### src/rtl/riscv_pkg.sv
// ============================================================================
// Module  : riscv_pkg
// Purpose : Shared RV32I decode definitions. Holds the opcode constants, the
//           instruction-class enum, the decoded-instruction bundle and the
//           decode helper used by decode_stage.
// Ports   : none (package)
// Rev     : 1.0  initial release
// ============================================================================
`default_nettype none

package riscv_pkg;

  localparam logic [6:0] OPC_OP     = 7'b0110011;
  localparam logic [6:0] OPC_OP_IMM = 7'b0010011;
  localparam logic [6:0] OPC_LOAD   = 7'b0000011;
  localparam logic [6:0] OPC_STORE  = 7'b0100011;
  localparam logic [6:0] OPC_BRANCH = 7'b1100011;
  localparam logic [6:0] OPC_LUI    = 7'b0110111;
  localparam logic [6:0] OPC_AUIPC  = 7'b0010111;
  localparam logic [6:0] OPC_JAL    = 7'b1101111;
  localparam logic [6:0] OPC_JALR   = 7'b1100111;

  typedef enum logic [3:0] {
    CLS_OP      = 4'd0,
    CLS_OP_IMM  = 4'd1,
    CLS_LOAD    = 4'd2,
    CLS_STORE   = 4'd3,
    CLS_BRANCH  = 4'd4,
    CLS_LUI     = 4'd5,
    CLS_AUIPC   = 4'd6,
    CLS_JAL     = 4'd7,
    CLS_JALR    = 4'd8,
    CLS_ILLEGAL = 4'd9
  } instr_class_e;

  typedef struct packed {
    instr_class_e cls;
    logic [6:0]   opcode;
    logic [2:0]   funct3;
    logic [6:0]   funct7;
    logic [4:0]   rs1;
    logic [4:0]   rs2;
    logic [4:0]   rd;
    logic [31:0]  imm;
    logic         uses_rs1;
    logic         uses_rs2;
    logic         writes_rd;
  } decoded_t;

  // Pure field extraction and classification; no state.
  // rd is reported as 0 for classes that do not write a register so that
  // downstream consumers never see a stale destination.
  function automatic decoded_t decode_instr(input logic [31:0] instr);
    decoded_t   d;
    logic [31:0] imm_i, imm_s, imm_b, imm_u, imm_j;
    imm_i = {{20{instr[31]}}, instr[31:20]};
    imm_s = {{20{instr[31]}}, instr[31:25], instr[11:7]};
    imm_b = {{19{instr[31]}}, instr[31], instr[7], instr[30:25], instr[11:8], 1'b0};
    imm_u = {instr[31:12], 12'b0};
    imm_j = {{11{instr[31]}}, instr[31], instr[19:12], instr[20], instr[30:21], 1'b0};

    d           = '0;
    d.opcode    = instr[6:0];
    d.funct3    = instr[14:12];
    d.funct7    = instr[31:25];
    d.rs1       = instr[19:15];
    d.rs2       = instr[24:20];
    d.cls       = CLS_ILLEGAL;
    case (instr[6:0])
      OPC_OP:     begin d.cls = CLS_OP;     d.uses_rs1 = 1'b1; d.uses_rs2 = 1'b1; d.writes_rd = 1'b1; end
      OPC_OP_IMM: begin d.cls = CLS_OP_IMM; d.uses_rs1 = 1'b1; d.writes_rd = 1'b1; d.imm = imm_i; end
      OPC_LOAD:   begin d.cls = CLS_LOAD;   d.uses_rs1 = 1'b1; d.writes_rd = 1'b1; d.imm = imm_i; end
      OPC_STORE:  begin d.cls = CLS_STORE;  d.uses_rs1 = 1'b1; d.uses_rs2 = 1'b1; d.imm = imm_s; end
      OPC_BRANCH: begin d.cls = CLS_BRANCH; d.uses_rs1 = 1'b1; d.uses_rs2 = 1'b1; d.imm = imm_b; end
      OPC_LUI:    begin d.cls = CLS_LUI;    d.writes_rd = 1'b1; d.imm = imm_u; end
      OPC_AUIPC:  begin d.cls = CLS_AUIPC;  d.writes_rd = 1'b1; d.imm = imm_u; end
      OPC_JAL:    begin d.cls = CLS_JAL;    d.writes_rd = 1'b1; d.imm = imm_j; end
      OPC_JALR:   begin d.cls = CLS_JALR;   d.uses_rs1 = 1'b1; d.writes_rd = 1'b1; d.imm = imm_i; end
      default:    d.cls = CLS_ILLEGAL;
    endcase
    d.rd = d.writes_rd ? instr[11:7] : 5'd0;
    return d;
  endfunction

endpackage

`default_nettype wire

### src/rtl/scoreboard.sv
// ============================================================================
// Module  : scoreboard
// Purpose : Register busy vector (one bit per architectural register).
//           A bit is set when a writer is issued and cleared by writeback or
//           by a flush of the held writer. Bit 0 is hard-wired clear.
// Ports   : clk, rst                  clock / synchronous active-high reset
//           set_en, set_addr          mark register busy
//           clr_wb_en, clr_wb_addr    writeback clear
//           clr_fl_en, clr_fl_addr    flush clear
//           lk_addr1..3 / lk_busy1..3 combinational lookups
// Rev     : 1.0  initial release
// ============================================================================
`default_nettype none

module scoreboard #(
  parameter int a_width = 5
) (
  input  logic               clk,
  input  logic               rst,
  input  logic               set_en,
  input  logic [a_width-1:0] set_addr,
  input  logic               clr_wb_en,
  input  logic [a_width-1:0] clr_wb_addr,
  input  logic               clr_fl_en,
  input  logic [a_width-1:0] clr_fl_addr,
  input  logic [a_width-1:0] lk_addr1,
  input  logic [a_width-1:0] lk_addr2,
  input  logic [a_width-1:0] lk_addr3,
  output logic               lk_busy1,
  output logic               lk_busy2,
  output logic               lk_busy3
);

  localparam int DEPTH = 1 << a_width;

  logic [DEPTH-1:0] busy_q;
  logic [DEPTH-1:0] busy_d;

  // Clears first, set last: a same-cycle set of the same register wins.
  always_comb begin
    busy_d = busy_q;
    if (clr_wb_en) busy_d[clr_wb_addr] = 1'b0;
    if (clr_fl_en) busy_d[clr_fl_addr] = 1'b0;
    if (set_en)    busy_d[set_addr]    = 1'b1;
    busy_d[0] = 1'b0;
  end

  always_ff @(posedge clk) begin
    if (rst) busy_q <= '0;
    else     busy_q <= busy_d;
  end

  assign lk_busy1 = busy_q[lk_addr1];
  assign lk_busy2 = busy_q[lk_addr2];
  assign lk_busy3 = busy_q[lk_addr3];

endmodule

`default_nettype wire

### src/rtl/decode_stage.sv
// ============================================================================
// Module  : decode_stage
// Purpose : RV32I decode stage with register-file read, busy-bit hazard
//           detection, one output register slice and flush support.
// Config  : DECODE_BYPASS_EN -- when defined, a same-cycle writeback is
//           forwarded into the operands instead of stalling one cycle.
// Ports   : clk, rst                         clock / sync active-high reset
//           in_valid, in_ready, in_instr     fetch-side handshake + word
//           raddr1, raddr2 / rdata1, rdata2  register-file read port
//           wb_wen, wb_waddr, wb_wdata       writeback (shared with RF write)
//           flush                            kill the held instruction
//           out_valid, out_ready             execute-side handshake
//           out_op1..out_illegal             registered decoded bundle
// Rev     : 1.0  initial release
// ============================================================================
`default_nettype none

module decode_stage
  import riscv_pkg::*;
#(
  parameter int d_width = 32,
  parameter int a_width = 5
) (
  input  logic               clk,
  input  logic               rst,
  input  logic               in_valid,
  output logic               in_ready,
  input  logic [d_width-1:0] in_instr,
  output logic [a_width-1:0] raddr1,
  output logic [a_width-1:0] raddr2,
  input  logic [d_width-1:0] rdata1,
  input  logic [d_width-1:0] rdata2,
  input  logic               wb_wen,
  input  logic [a_width-1:0] wb_waddr,
  input  logic [d_width-1:0] wb_wdata,
  input  logic               flush,
  output logic               out_valid,
  input  logic               out_ready,
  output logic [d_width-1:0] out_op1,
  output logic [d_width-1:0] out_op2,
  output logic [d_width-1:0] out_imm,
  output logic [a_width-1:0] out_rd,
  output logic [6:0]         out_opcode,
  output logic [2:0]         out_funct3,
  output logic [6:0]         out_funct7,
  output logic               out_writes_rd,
  output logic               out_illegal
);

  decoded_t dec;
  always_comb dec = decode_instr(in_instr[31:0]);

  assign raddr1 = in_instr[19:15];
  assign raddr2 = in_instr[24:20];

  logic busy_rs1, busy_rs2, busy_rd;
  logic wb_hit1, wb_hit2, wb_hit_rd;
  logic haz1, haz2, haz_rd, hazard;
  logic accept;
  logic illegal;
  logic [d_width-1:0] src1, src2;

  logic               out_valid_q,     out_valid_d;
  logic [d_width-1:0] out_op1_q,       out_op1_d;
  logic [d_width-1:0] out_op2_q,       out_op2_d;
  logic [d_width-1:0] out_imm_q,       out_imm_d;
  logic [a_width-1:0] out_rd_q,        out_rd_d;
  logic [6:0]         out_opcode_q,    out_opcode_d;
  logic [2:0]         out_funct3_q,    out_funct3_d;
  logic [6:0]         out_funct7_q,    out_funct7_d;
  logic               out_writes_rd_q, out_writes_rd_d;
  logic               out_illegal_q,   out_illegal_d;

  assign illegal   = (dec.cls == CLS_ILLEGAL);
  assign wb_hit1   = wb_wen && (wb_waddr == dec.rs1) && (dec.rs1 != '0);
  assign wb_hit2   = wb_wen && (wb_waddr == dec.rs2) && (dec.rs2 != '0);
  assign wb_hit_rd = wb_wen && (wb_waddr == dec.rd)  && (dec.rd  != '0);

`ifdef DECODE_BYPASS_EN
  // A register being written back this cycle is no longer a hazard: its
  // value is taken straight from the writeback bus.
  assign haz1   = dec.uses_rs1  && busy_rs1 && !wb_hit1;
  assign haz2   = dec.uses_rs2  && busy_rs2 && !wb_hit2;
  assign haz_rd = dec.writes_rd && busy_rd  && !wb_hit_rd;
  assign src1   = wb_hit1 ? wb_wdata : rdata1;
  assign src2   = wb_hit2 ? wb_wdata : rdata2;
`else
  // The register file is not write-through, so a source written this cycle
  // must wait one cycle for the stored value.
  logic unused_wb;
  assign unused_wb = ^{wb_wdata, wb_hit_rd};
  assign haz1   = dec.uses_rs1  && (busy_rs1 || wb_hit1);
  assign haz2   = dec.uses_rs2  && (busy_rs2 || wb_hit2);
  assign haz_rd = dec.writes_rd && busy_rd;
  assign src1   = rdata1;
  assign src2   = rdata2;
`endif

  assign hazard   = in_valid && (haz1 || haz2 || haz_rd);
  assign in_ready = !rst && !flush && !hazard && (!out_valid_q || out_ready);
  assign accept   = in_valid && in_ready;

  scoreboard #(.a_width(a_width)) u_sb (
    .clk         (clk),
    .rst         (rst),
    .set_en      (accept && dec.writes_rd && (dec.rd != '0)),
    .set_addr    (dec.rd),
    .clr_wb_en   (wb_wen && (wb_waddr != '0)),
    .clr_wb_addr (wb_waddr),
    .clr_fl_en   (flush && out_valid_q && out_writes_rd_q),
    .clr_fl_addr (out_rd_q),
    .lk_addr1    (dec.rs1),
    .lk_addr2    (dec.rs2),
    .lk_addr3    (dec.rd),
    .lk_busy1    (busy_rs1),
    .lk_busy2    (busy_rs2),
    .lk_busy3    (busy_rd)
  );

  always_comb begin
    out_valid_d     = out_valid_q;
    out_op1_d       = out_op1_q;
    out_op2_d       = out_op2_q;
    out_imm_d       = out_imm_q;
    out_rd_d        = out_rd_q;
    out_opcode_d    = out_opcode_q;
    out_funct3_d    = out_funct3_q;
    out_funct7_d    = out_funct7_q;
    out_writes_rd_d = out_writes_rd_q;
    out_illegal_d   = out_illegal_q;
    if (flush) begin
      out_valid_d = 1'b0;
    end else if (accept) begin
      out_valid_d     = 1'b1;
      // Unused source operands are zeroed so execute never sees stale data.
      out_op1_d       = dec.uses_rs1 ? src1 : '0;
      out_op2_d       = dec.uses_rs2 ? src2 : '0;
      out_imm_d       = dec.imm;
      out_rd_d        = dec.rd;
      out_opcode_d    = dec.opcode;
      out_funct3_d    = dec.funct3;
      out_funct7_d    = dec.funct7;
      out_writes_rd_d = dec.writes_rd;
      out_illegal_d   = illegal;
    end else if (out_valid_q && out_ready) begin
      out_valid_d = 1'b0;
    end
  end

  always_ff @(posedge clk) begin
    if (rst) begin
      out_valid_q     <= 1'b0;
      out_op1_q       <= '0;
      out_op2_q       <= '0;
      out_imm_q       <= '0;
      out_rd_q        <= '0;
      out_opcode_q    <= '0;
      out_funct3_q    <= '0;
      out_funct7_q    <= '0;
      out_writes_rd_q <= 1'b0;
      out_illegal_q   <= 1'b0;
    end else begin
      out_valid_q     <= out_valid_d;
      out_op1_q       <= out_op1_d;
      out_op2_q       <= out_op2_d;
      out_imm_q       <= out_imm_d;
      out_rd_q        <= out_rd_d;
      out_opcode_q    <= out_opcode_d;
      out_funct3_q    <= out_funct3_d;
      out_funct7_q    <= out_funct7_d;
      out_writes_rd_q <= out_writes_rd_d;
      out_illegal_q   <= out_illegal_d;
    end
  end

  assign out_valid     = out_valid_q;
  assign out_op1       = out_op1_q;
  assign out_op2       = out_op2_q;
  assign out_imm       = out_imm_q;
  assign out_rd        = out_rd_q;
  assign out_opcode    = out_opcode_q;
  assign out_funct3    = out_funct3_q;
  assign out_funct7    = out_funct7_q;
  assign out_writes_rd = out_writes_rd_q;
  assign out_illegal   = out_illegal_q;

endmodule

`default_nettype wire
### config.mk
export PLATFORM = sky130hd
export DESIGN_NAME = decode_stage
export DESIGN_NICKNAME = d
export VERILOG_FILES = /design/src/rtl/riscv_pkg.sv /design/src/rtl/scoreboard.sv /design/src/rtl/decode_stage.sv
export SDC_FILE = /design/constraint.sdc
export NUM_CORES = 1
export LEC_CHECK = 0
export CORE_MARGIN = 2
export CORE_UTILIZATION = 40
export CTS_CLUSTER_SIZE = 30
export DETAILED_ROUTE_END_ITERATION = 16
export PLACE_DENSITY = 0.68
export SETUP_SLACK_MARGIN = 0.1
export SLEW_MARGIN = 20
export SYNTH_ARGS = -nofsm -noshare
export SYNTH_HDL_FRONTEND = slang
export SYNTH_HIERARCHICAL = 1
export SYNTH_SLANG_ARGS = --single-unit
### constraint.sdc
create_clock -name clk -period 7.2 [get_ports clk]
set_clock_uncertainty 0.15 [all_clocks]
set_input_delay 1.8 -clock clk [delete_from_list [all_inputs] [get_ports clk]]
set_output_delay 1.8 -clock clk [all_outputs]
set_load 0.005 [all_outputs]
Word-level counts from Yosys, hierarchy flattened
Index checks and enable logic that the tools add are counted.
W data, S select, Z words.
{"block": "word_totals", "ff_bits": 153, "latch_bits": 0, "out_inout_bits": 132, "word_cells": 105, "romBits": 0, "n_memories": 0, "input_bits": 139, "ram_bits": 0}
{"block": "op_classes", "reduce_logical": 42, "add_sub_neg": 0, "n_mux": 25, "n_div": 0, "n_eq_ne": 12, "bitwise_logic": 6, "n_shift": 0, "multipliers": 0, "order_cmp": 8}
{"operator": "$mux W32", "count": 5}
{"operator": "$pmux W32 S5", "count": 1}
{"operator": "$and A32 B32 Y32", "count": 2}
{"operator": "$not A32 Y32", "count": 2}
{"operator": "$pmux W4 S9", "count": 1}
{"operator": "$or A32 B32 Y32", "count": 1}
{"operator": "$lt A5 B6 Y1 const B", "count": 5}
{"operator": "$eq A7 B6 Y1 const B", "count": 3}
{"operator": "$eq A7 B7 Y1 const B", "count": 3}
{"operator": "$logic_and A1 B1 Y1", "count": 21}
{"operator": "$reduce_bool A5 Y1", "count": 4}
{"operator": "$bmux W1 S5", "count": 3}
{"operator": "$demux W1 S5", "count": 3}
{"operator": "$ge A5 B1 Y1 const B", "count": 3}
{"operator": "$eq A7 B5 Y1 const B", "count": 2}
{"operator": "$mux W1", "count": 11}
{"operator": "$eq A5 B5 Y1", "count": 2}
{"operator": "$eq A7 B2 Y1 const B", "count": 1}
{"operator": "$reduce_or A7 Y1", "count": 1}
{"operator": "$reduce_or A3 Y1", "count": 2}
{"operator": "$reduce_or A6 Y1", "count": 1}
{"operator": "$logic_or A1 B1 Y1", "count": 5}
{"operator": "$mux W5", "count": 1}
{"operator": "$eq A4 B4 Y1 const B", "count": 1}
{"operator": "5 further kinds", "count": 9}

Logic depth before layout (Yosys ltp)
Gate-level depths: netlist of the first run.
{"block": "logic_depth", "depth_word": 16, "ltp_mapped": 19, "depth_no_buf": 15}

By module
The synthesis of the first run kept the hierarchy.
{"module": "decode_stage", "n_inst": 1, "area_per_inst_um2": 5536.6, "seq_area_each_um2": 2422.3, "cells_each": 653}
{"module": "scoreboard", "n_inst": 1, "area_per_inst_um2": 2474.9, "seq_area_each_um2": 620.6, "cells_each": 281}

Worst setup path before layout of the first run
OpenSTA, ideal clock, no wires.
{"block": "synth_timing", "path_kind": "in2out", "from": "in in_instr[3]", "to": "out in_ready", "t_arrival_ns": 4.396, "path_buffers": 3, "cell_stages": 12, "required_time_ns": 5.250, "path_slack_ns": 0.854, "cell_sequence": "clkbuf_1 -> o31ai_1 -> and3_1 -> buf_6 -> mux4_2 -> nand2b_1 -> o211ai_1 -> nand4_1 -> a32oi_1 -> nand3_2 -> clkbuf_1 -> a21boi_0"}
{"element": "from (decl)", "line": "decode_stage.sv:28", "rtl": "input logic [d_width-1:0] in_instr,"}
{"element": "to (decl)", "line": "decode_stage.sv:27", "rtl": "output logic in_ready,"}

==> results of run 1 <==
[cell usage after synthesis, drive strengths merged, types with 2 or more instances]
library cell and n:
mux4 9, nand2b 73, and2b 3, a21oi 82
o211ai 4, mux2i 27, xnor2 3, nand4b 4
clkbuf 55, nor4 2, o21ai 98, nor2b 5
a211oi 30, or4 3, and3b 14, and3 15
o2111ai 4, dfxtp 152, buf 47, nand4 76
nand2 12, or3 2, a22oi 83, xor2 5
nor2 43, and2 3, a31oi 2, nand3 40
nor3 6, a211o 2, nand3b 2, inv 7
nor3b 13
[logic make-up after synthesis]
family          count (synthesis)  synth area share [%]
simple gates                  319                 23.71
compound gates                310                 23.54
xor+xnor                        8                0.8746
buf+inv                       109                 7.856
flops                         152                 37.98
mux                            36                 6.044
[metal layers]
layer	up-vias	wire [um]	track usage (%)
met5	-	13	0.4545
met4	2	572	8.627
met3	43	2225	5.486
met2	401	13050	40.17
met1	3937	12450	36.56
li1	3905	-	-
[power groups by stage]
stage | sequential (mW) | combinational (mW) | clock, mW
floorplan | 0.878 | 0.107 | 0
global placement | 0.876 | 0.239 | 0
detailed placement | 0.877 | 0.240 | 0
CTS | 0.858 | 0.241 | 0.892
global route | 0.859 | 0.261 | 0.934
finish | 0.858 | 0.244 | 0.877
[critical path, stage by stage]
cell and delay, ns:
sky130_fd_sc_hd__clkdlybuf4s50_1 0.47, sky130_fd_sc_hd__o21ba_2 0.23, sky130_fd_sc_hd__o31ai_2 0.17, sky130_fd_sc_hd__buf_4 0.16, sky130_fd_sc_hd__and3_4 0.22, sky130_fd_sc_hd__mux4_1 0.55, sky130_fd_sc_hd__o2111ai_1 0.20, sky130_fd_sc_hd__nand4_1 0.19
sky130_fd_sc_hd__a32oi_2 0.26, sky130_fd_sc_hd__nand3_2 0.15, sky130_fd_sc_hd__a21boi_2 0.14, sky130_fd_sc_hd__clkdlybuf4s50_1 0.50
[through the flow]
stage / power [mW] / util [%] / area [um^2] / hold WS [ns] / std cells
2_1_floorplan: 0.9849 / - / 8011 / 0.3085 / 934
3_3_place_gp: 1.116 / 53.50 / 10480 / 0.3017 / 1377
3_5_place_dp: 1.116 / 53.50 / 10480 / 0.3038 / 1377
4_1_cts: 1.990 / 56.46 / 11060 / 0.3153 / 1409
5_1_grt: 2.053 / 56.61 / 11090 / 0.3319 / 1410
6_report: 1.979 / 56.61 / 11090 / 0.3104 / 1410
[sequential cells by signal, indices dropped and copies added, names as in the netlist]
name,cells
out_op2,32
out_illegal,1
out_funct7,7
out_imm,32
out_opcode,7
out_rd,5
u_sb/busy_q,31
out_valid,1
out_funct3,3
out_op1,32
out_writes_rd,1
[final cells by class]
type	instances	area [um^2]
flip-flops and latches	152	3043
clock buffers	21	460.4
fillers	1818	8499
clock inverters	11	112.6
inverters	7	26.28
multi-input cells	673	4392
well taps	265	331.6
repair buffers	281	2725
[how the worst max path moves through the flow]
stage | startpoint | to | slack, ns | cells after the start
2_1_floorplan | in_instr[3] | in_ready | 0.85 | 12
3_3_place_gp | in_instr[2] | in_ready | 0.01 | 13
3_5_place_dp | in_instr[4] | in_ready | 0.02 | 13
4_1_cts | in_instr[5] | in_ready | 0.11 | 13
5_1_grt | in_instr[5] | in_ready | 0.11 | 12
6_report | in_instr[5] | in_ready | 0.20 | 12
[timing repair]
action / in CTS / in global routing
buffers inserted: 0 / 1
resized for setup: 6 / 4
pin swaps: 3 / 4
hold endpoints to repair: 0 / 0
setup endpoints to repair: 1 / 1
==> summary.md, run 1 <==
| Metric | Value |
|---|---|
| Number of ports placed on the die boundary | 271 |
| Number of clock buffers inserted by TritonCTS | 17 |
| Leading post-synthesis cells by cell area | sky130_fd_sc_hd__dfxtp_1 38%, sky130_fd_sc_hd__a22oi_1 7.8%, sky130_fd_sc_hd__nand4_1 5.9%, sky130_fd_sc_hd__nand2b_1 5.7%, sky130_fd_sc_hd__a21oi_1 5.1% |
| Most common cell after layout, fill and taps aside | sky130_fd_sc_hd__clkdlybuf4s50_1 |
| Number of pins exceeding their max-slew limit in the final report | 0 |
| Total count of hold-check failures in the final report | 0 |
| Critical Path RT | 5.25 ns |
| Net load switching power | 0.5025 mW |
| Slew Limit Headroom | around a third |
| Post-synth EDFFs | 0 |
| Clock share of power | 44.3% |
| Die W | 145.5 um |
| Hold-critical path depth | 2 |
| Post-route DRC violation count | 0 |
| Initial Utilization | 40.90% |
| Mean instance size in the synthesized netlist | 8.578 um^2 |
| Placed wire-length estimate after detailed placement | just under 20 mm |
| Port Buf Inserts | about 240 |
| Post-Route Setup TNS | 0 ns |
| Fraction of power consumed by sequential logic | 43.4% |
| Die height | roughly 150 um |
| Pin count of the biggest net entering global routing | around 120 |
| Netlist Area Pre-Place | 8011 um^2 |
| Global-route wire length before repair | 44.62 mm |
| Post-Syn Nets | around 1.1k |
| Final setup vio count | 0 |
| Worst Path Max Fanout | 5 |
| Worst-case clock buffer depth | 2 |
| RSZ-0062 raised after global routing | no |
| Number of placement rows | 51 |
| Detail Route Antenna Nets | 0 |
| Iteration-0 DRC Markers | 932 |
| Yosys cell types | 52 |
| Worst-case setup slack after placement | 0.02159 ns |
| Switch share | about a quarter |
| Slew @ Worst Pin | ~0.97 ns |
| Final Worst Setup Slack | 0.1965 ns |
| Startpoint of the most critical register-to-register path | u_sb/busy_q[23] |
| Number of global-route vias before repair | 7613 |
| Remaining Overflow, GRT | 0 |
| Int Pwr | 1.477 mW |
| Terminus of the critical flop-to-flop path | u_sb/busy_q[22] |
| Worst Min Path Start | out_op1[24] |
| Number of max-cap violations | 0 |
| Number of synthesized register bits | 152 |
| Reported leakage power | 3.736 nW |
| Area share of the largest cell type after synthesis | 37.98% |
| Final net count | approximately 1.3k |
| Most frequent cells in the layout | 235 x sky130_fd_sc_hd__clkdlybuf4s50_1, 152 x sky130_fd_sc_hd__dfxtp_1, 83 x sky130_fd_sc_hd__a22oi_1 |
| Clock-pin slew of the registers on the worst-case setup and hold paths | 0.06 ns |
| H-tree levels | 4 |
| Floorplan die area | 21180 um^2 |
| Weighted congestion reported at the end of routability-driven placement | 0.9284 |
| Count of antenna diodes in the layout | 0 |
| Critical Path Source Type | input pin |
| R2R cell count | 14 |
| Skew-Pair Late Insertion Delay | around 0.42 ns |
| Share of post-route cells with drive strength above 1 | 8.384% |
| Gate Count Post-Synth | 934 |
| Capturing element type of the critical path | output pin |
| Proportion of synthesized flip-flops having asynchronous set or reset | 0% |
| Count of TritonRoute iterations in the first routing pass | 6 |
| Core ar. | 19590 um^2 |
| Post-detailed-route wirelength per cell | around 20 um |
| Fraction of the yosys area taken by sequential cells | 37.98% |
| Average via count per standard cell | 5.878 |
| Cell taking the most area after synthesis | sky130_fd_sc_hd__dfxtp_1 |
| Hold crit path type | flip-flop to flip-flop |
| Antenna violations before repair | 1 |
| Predominant post-synthesis flop cell | sky130_fd_sc_hd__dfxtp_1 |
| Overall Global Routing Usage | a little over a quarter |
| Arrival time worst endpoint | just over 5 ns |
| Terminating pin of the worst hold path | out_op1[24] |
| Sum of routed wire length over all layers | approximately 28 mm |
| Power density relative to cell area | 178.5 nW/um^2 |
| Run status | finished, final reports clean |
| TritonCTS clock tree | yes |
| Area delta synth->final | 38.43% |
| Type of the worst setup path | input pin to output pin |
| Root buf cell | sky130_fd_sc_hd__clkbuf_16 |
| Number of warnings reported in the yosys synthesis log | 6 |
| Post-CTS Hold Buffers | 0 |
| Share of power burned in combinational logic | 12.3% |
| CTS sink count | between 150 and 200 |
| Register-to-register setup slack | 3.59 ns |
| Period utilisation layout | 97.27% |
| IR drop worst, VDD | 0.1568 mV |
| Shortest clock period the worst path allows after layout | 7.003 ns |
| Total number of vias | 8288 |
| Peak Freq | 142.8 MHz |
(Power assumes the default switching activity.)
==> run 2: changes to the inputs <==
Settings changed: CELL_PAD_IN_SITES_DETAIL_PLACEMENT from default to 1, CELL_PAD_IN_SITES_GLOBAL_PLACEMENT from default to 2, CORE_UTILIZATION 40 to 26, PLACE_DENSITY 0.68 to 0.76.
==> run 2 against run 1 <==
Worst hold slack better by 0.0043 ns; via count down 0.52%; routed wire length rose by 17%; final cell count grew 9.4%; flip-flop and latch count unchanged; maximum frequency is 5.2% higher; clock-buffer cell count fell by 3; clock power shrank 2%; combinational power increased by 2%; utilization shrank 20 points; highest routed layer is now met4; design area increased by 1.3%; largest power group unchanged.
==> summary.md, run 2 (synthesis gave the netlist of run 1 again) <==
| Metric | Value |
|---|---|
| Capturing element type of the critical path | output pin |
| Power density relative to cell area | roughly 180 nW/um^2 |
| Total count of hold-check failures in the final report | 0 |
| Iteration-0 DRC Markers | between 600 and 700 |
| IR drop worst, VDD | 0.1707 mV |
| TritonCTS clock tree | yes |
| Number of global-route vias before repair | 8284 |
| Pin count of the biggest net entering global routing | 87 |
| CTS sink count | between 150 and 200 |
| Fill cell count | 3558 |
| Type of the worst setup path | input pin to output pin |
| Run status | finished, final reports clean |
| Final setup vio count | 0 |
| Core utilization of the finished layout | between 30% and 40% |
| Number of buffer and inverter instances along the worst setup path | 3 |
| Arrival time worst endpoint | 4.71 ns |
| Number of pins exceeding their max-slew limit in the final report | 0 |
| Dominant delay contributor by cell family on the critical path | compound AO/OA/AOI/OAI gates |
| Detail Route Antenna Nets | 0 |
| Worst-case clock buffer depth | 2 |
| Final Total Pwr | between 1.5 and 2 mW |
| Post-CTS Hold Buffers | 0 |
| Placed cell area | 10640 um^2 |
| Number of clock buffers inserted by TritonCTS | 17 |
| Series of cell instances along the critical path | clkdlybuf4s50_1 -> o21ba_2 -> o31ai_1 -> buf_4 -> and3_4 -> mux4_2 -> nand2b_1 -> o211ai_1 -> nand4_1 -> a32oi_2 -> nand3_2 -> a21boi_1 -> dlymetal6s2s_1 |
| Post-detailed-route wirelength per cell | 21.41 um |
| Port Buf Inserts | 238 |
| Shortest clock period the worst path allows after layout | about 6.7 ns |
| Skew-Pair Late Insertion Delay | 0.43 ns |
| Worst Path Max Fanout | 5 |
| Longest individual stage delay on the worst path | 0.48 ns |
| Antenna violations before repair | 2 |
| Reported leakage power | 3.724 nW |
| Floorplan die area | 32230 um^2 |
| Clock-pin slew of the registers on the worst-case setup and hold paths | 0.07 ns |
| Post-route cell area | 11240 um^2 |
| Weighted congestion reported at the end of routability-driven placement | 0.8296 |
| Slew @ Worst Pin | slightly above 1 ns |
| Crit-path slowest cell | sky130_fd_sc_hd__clkdlybuf4s50_1 |
| Number of ports placed on the die boundary | 271 |
| Post-Route Setup TNS | 0 ns |
| Remaining Overflow, GRT | 0 |
| Net load switching power | 0.5360 mW |
| Fraction of power consumed by sequential logic | 43.6% |
| Clock share of power | 43.7% |
| Number of max-cap violations | 0 |
| Die height | roughly 180 um |
| Hold-critical path depth | 2 |
| Slew Limit Headroom | around a third |
| Root buf cell | sky130_fd_sc_hd__clkbuf_16 |
| Most frequent cells in the layout | 234 x sky130_fd_sc_hd__clkdlybuf4s50_1, 152 x sky130_fd_sc_hd__dfxtp_1, 83 x sky130_fd_sc_hd__a22oi_1 |
| Int Pwr | 1.433 mW |
| Hold crit path type | flip-flop to flip-flop |
| Final Worst Setup Slack | 0.5443 ns |
| Placed wire-length estimate after detailed placement | 22.97 mm |
| Sum of routed wire length over all layers | approximately 33 mm |
| Share of power burned in combinational logic | 12.7% |
| Die W | 179.5 um |
| Period utilisation layout | between 90% and 100% |
| H-tree levels | 4 |
| Area delta synth->final | 40.29% |
| Post-route DRC violation count | 0 |
| Count of TritonRoute iterations in the first routing pass | 7 |
| R2R cell count | 15 |
| Share of post-route cells with drive strength above 1 | 8.472% |
| Final net count | 1271 |
| RSZ-0062 raised after global routing | no |
| Most common cell after layout, fill and taps aside | sky130_fd_sc_hd__clkdlybuf4s50_1 |
| Initial Utilization | 26.33% |
| Register-to-register setup slack | 3.39 ns |
| Worst-case setup slack after placement | -0.07623 ns |
| Critical Path Stages | 13 |
| Number of placement rows | 64 |
| Overall Global Routing Usage | 20.04% |
| Core ar. | 30430 um^2 |
| Critical Path RT | 5.25 ns |
| Switch share | 27.22% |
| Critical Path Source Type | input pin |
| Total number of vias | 8245 |
| Average via count per standard cell | 5.343 |
| Peak Freq | 150.2 MHz |
| Global-route wire length before repair | 51.46 mm |
-- run 2: worst paths after layout --
check / from / end
setup / recovery: in_instr[5] / in_ready
hold / removal: out_op1[0] / out_op1[0]
setup reg to reg: u_sb/busy_q[7] / u_sb/busy_q[26]
hold reg to reg: out_op1[0] / out_op1[0]
-- run 2: layout make-up --
class | count | area, um^2 | share of cell area (%)
multi-input cells | 673 | 4387 | 39.03
flip-flops and latches | 152 | 3043 | 27.07
repair buffers | 281 | 2731 | 24.30
well taps | 396 | 495.5 | 4.408
clock buffers | 18 | 439.2 | 3.907
clock inverters | 14 | 112.6 | 1.002
inverters | 7 | 26.28 | 0.2338
diodes | 2 | 5.005 | 0.04453
-- run 2: what timing repair did --
item / in CTS / in global routing
pin swaps: 3 / 3
setup buffers: 0 / 2
setup endpoints to repair: 1 / 1
resized for setup: 8 / 1
-- run 2: worst min-delay path, cell delays in order, from the launching register on --
cell	delay [ns]
sky130_fd_sc_hd__dfxtp_1	0.31
sky130_fd_sc_hd__nand2b_1	0.06
sky130_fd_sc_hd__o21ai_1	0.05
-- run 2: metrics by stage --
stage                     cells  hold slack [ns]
after global placement     1507           0.3012
after detailed placement   1507           0.3041
after floorplan             934           0.3085
after CTS                  1539           0.3174
final                      1543           0.3147
after global routing       1543           0.3340
-- run 2: metal layers --
| layer | wire (um) | global-route usage (%) |
|---|---|---|
| met4 | 1058 | 7.317 |
| met1 | 15810 | 28.27 |
| met3 | 1813 | 4.113 |
| met2 | 14350 | 30.08 |
| met5 | 0 | 0 |
-- run 2: power by group through the flow --
| stage | sequential, mW | clock [mW] | combinational [mW] |
|---|---|---|---|
| finish | 0.858 | 0.861 | 0.250 |
| global route | 0.859 | 0.924 | 0.269 |
| CTS | 0.858 | 0.887 | 0.250 |
| detailed placement | 0.877 | 0 | 0.248 |
| global placement | 0.877 | 0 | 0.248 |
| floorplan | 0.878 | 0 | 0.107 |
==> run 3: changes to the inputs <==
Settings changed: CTS_BUF_LIST from default to sky130_fd_sc_hd__clkbuf_16.
==> run 3 against run 2 <==
Sequential share of layout area about the same; utilization hardly changed; final cell count stayed put; critical path depth unchanged; design area is essentially flat; maximum frequency decreased by 0.20%; clock-buffer cell count shrank 1; sequential power about the same; power is 0.55% lower; non-clock buffer count did not move; via count increased by 0.32%; largest power group is now registers; highest routed layer unchanged.
==> summary.md, run 3 (synthesis gave the netlist of run 1 again) <==
| Metric | Value |
|---|---|
| Multi-input gate area in the final layout | 4387 um^2 |
| Register area | 3043 um^2 |
| Core ar. | 30430 um^2 |
| Total number of vias | 8271 |
| Shortest clock period the worst path allows after layout | 6.669 ns |
| Longest individual stage delay on the worst path | 0.49 ns |
| Detailed-routed wire length on met2 | around 14 mm |
| Wire length on met3 | between 1.5 and 2 mm |
| RSZ-0062 raised after global routing | no |
| Cell count after placement | 1507 |
| Placed wire-length estimate after detailed placement | 22.97 mm |
| Worst-case clock buffer depth | 2 |
| Reported leakage power | 3.718 nW |
| Weighted congestion reported at the end of routability-driven placement | 0.8296 |
| Port Buf Inserts | 238 |
| Number of placement rows | 64 |
| Crit-path slowest cell | sky130_fd_sc_hd__mux4_2 |
| Post-route DRC violation count | 0 |
| Hold crit path type | flip-flop to flip-flop |
| Iteration-0 DRC Markers | 647 |
| Dominant delay contributor by cell family on the critical path | compound AO/OA/AOI/OAI gates |
| Post-detailed-route wirelength per cell | between 20 and 25 um |
| Die W | 179.5 um |
| Global-route wire length before repair | 51.50 mm |
| Critical Path RT | about 5.3 ns |
| Die height | about 180 um |
| Clock-pin slew of the registers on the worst-case setup and hold paths | roughly 0.070 ns |
| Detail Route Antenna Nets | 0 |
| Met1 wire length | 15.79 mm |
| Post-CTS Hold Buffers | 0 |
| Arrival time worst endpoint | 4.72 ns |
| Pin count of the biggest net entering global routing | between 80 and 90 |
| Non-filler instance count after layout | 1543 |
| Final net count | between 1k and 1.5k |
| Slew @ Worst Pin | 1.025 ns |
| CTS sink count | 152 |
| Sum of routed wire length over all layers | ~33 mm |
| Final Total Pwr | 1.958 mW |
| Most frequent cells in the layout | 234 x sky130_fd_sc_hd__clkdlybuf4s50_1, 152 x sky130_fd_sc_hd__dfxtp_1, 83 x sky130_fd_sc_hd__a22oi_1 |
| Capturing element type of the critical path | output pin |
| Overall Global Routing Usage | 20.06% |
| Most common cell after layout, fill and taps aside | sky130_fd_sc_hd__clkdlybuf4s50_1 |
| Number of max-cap violations | 0 |
| Remaining Overflow, GRT | 0 |
| Root buf cell | sky130_fd_sc_hd__clkbuf_16 |
| Number of clock buffers inserted by TritonCTS | 17 |
| Critical Path Source Type | input pin |
| Antenna violations before repair | 2 |
| Number of buffer and inverter instances along the worst setup path | 3 |
| Worst Path Max Fanout | 5 |
| H-tree levels | 4 |
| Run status | finished, final reports clean |
| Skew-Pair Late Insertion Delay | 0.43 ns |
| Number of ports placed on the die boundary | 271 |
| Average via count per standard cell | 5.360 |
| Share of post-route cells with drive strength above 1 | 8.384% |
| Final setup vio count | 0 |
| Type of the worst setup path | input pin to output pin |
| Number of global-route vias before repair | 8285 |
| Number of pins exceeding their max-slew limit in the final report | 0 |
| Total count of hold-check failures in the final report | 0 |
| Top Layer Used | met4 |
| Peak Freq | 150.0 MHz |
| Initial Utilization | 26.33% |
| Period utilisation layout | between 90% and 100% |
| Slew Limit Headroom | 31.64% |
| Fill cell count | 3556 |
| Area delta synth->final | 40.17% |
| Series of cell instances along the critical path | clkdlybuf4s50_1 -> o21ba_2 -> o31ai_1 -> buf_4 -> and3_4 -> mux4_2 -> nand2b_1 -> o2111ai_1 -> nand4_1 -> a32oi_2 -> nand3_2 -> a21boi_1 -> dlymetal6s2s_1 |
| Floorplan die area | between 30000 and 40000 um^2 |
| IR drop worst, VDD | 0.1732 mV |
| Power density relative to cell area | 174.4 nW/um^2 |
| TritonCTS clock tree | yes |
| Post-Route Setup TNS | 0 ns |
| Count of TritonRoute iterations in the first routing pass | 7 |
## run 3: cell types whose count changed in the layout (fill, tap and decap cells not counted), sizes merged
cell	previous run	this run
clkbuf	18	17
clkinv	4	5
## run 3: worst reg2reg max path, delay by kind of cell (launching register included)
family	cells	cell delay (ns)
flip-flops	1	0.38
multiplexers	1	0.48
buffers and inverters	1	0.15
AND/OR/NAND/NOR	9	1.93
AO/OA/AOI/OAI	4	0.66
## run 3: report_power, final
| part | internal [mW] | switching, mW | total (mW) |
|---|---|---|---|
| clock network | 0.447 | 0.403 | 0.850 |
| registers | 0.852 | 0.00592 | 0.858 |
| logic | 0.123 | 0.127 | 0.250 |
| total | 1.42 | 0.536 | 1.96 |
## run 3: what timing repair did
| action | 4_1_cts | 5_1_grt |
|---|---|---|
| resized for setup | 8 | 1 |
| pin swaps | 3 | 3 |
| cloned | 0 | 0 |
| setup buffers | 0 | 2 |
| endpoints found under the setup margin | 1 | 1 |
## run 3: per-layer routing
| metal | global-route usage, % | vias up |
|---|---|---|
| li1 | - | 3898 |
| met1 | 28.31 | 4058 |
| met2 | 30.08 | 272 |
| met3 | 4.113 | 43 |
| met4 | 7.415 | 0 |
| met5 | 0 | - |
## run 3: layout make-up
| class | count | share of cell area (%) |
|---|---|---|
| timing repair buffer | 281 | 24.32 |
| multi-input combinational | 673 | 39.06 |
| clock buffer | 17 | 3.788 |
| tap | 396 | 4.412 |
| antenna | 2 | 0.04457 |
| sequential | 152 | 27.10 |
| clock inverter | 15 | 1.036 |
| inverter | 7 | 0.2340 |
## run 3: final timing paths
kind	from	to	slack (ns)	cells past startpoint
setup / recovery	in_instr[5]	in_ready	0.53	13
hold / removal	out_op1[0]	out_op1[0]	0.31	2
setup reg to reg	u_sb/busy_q[7]	u_sb/busy_q[26]	3.39	15
hold reg to reg	out_op1[0]	out_op1[0]	0.31	2
## run 3: through the flow
stage	setup WS [ns]	area [um^2]	hold slack [ns]	utilization [%]
global route	0.3725	11230	0.3340	36.90
global placement	-0.06739	10640	0.3012	34.97
CTS	0.1063	11200	0.3174	36.81
detailed placement	-0.07623	10640	0.3041	34.97
finish	0.5312	11230	0.3147	36.90
floorplan	0.8539	8011	0.3085	-
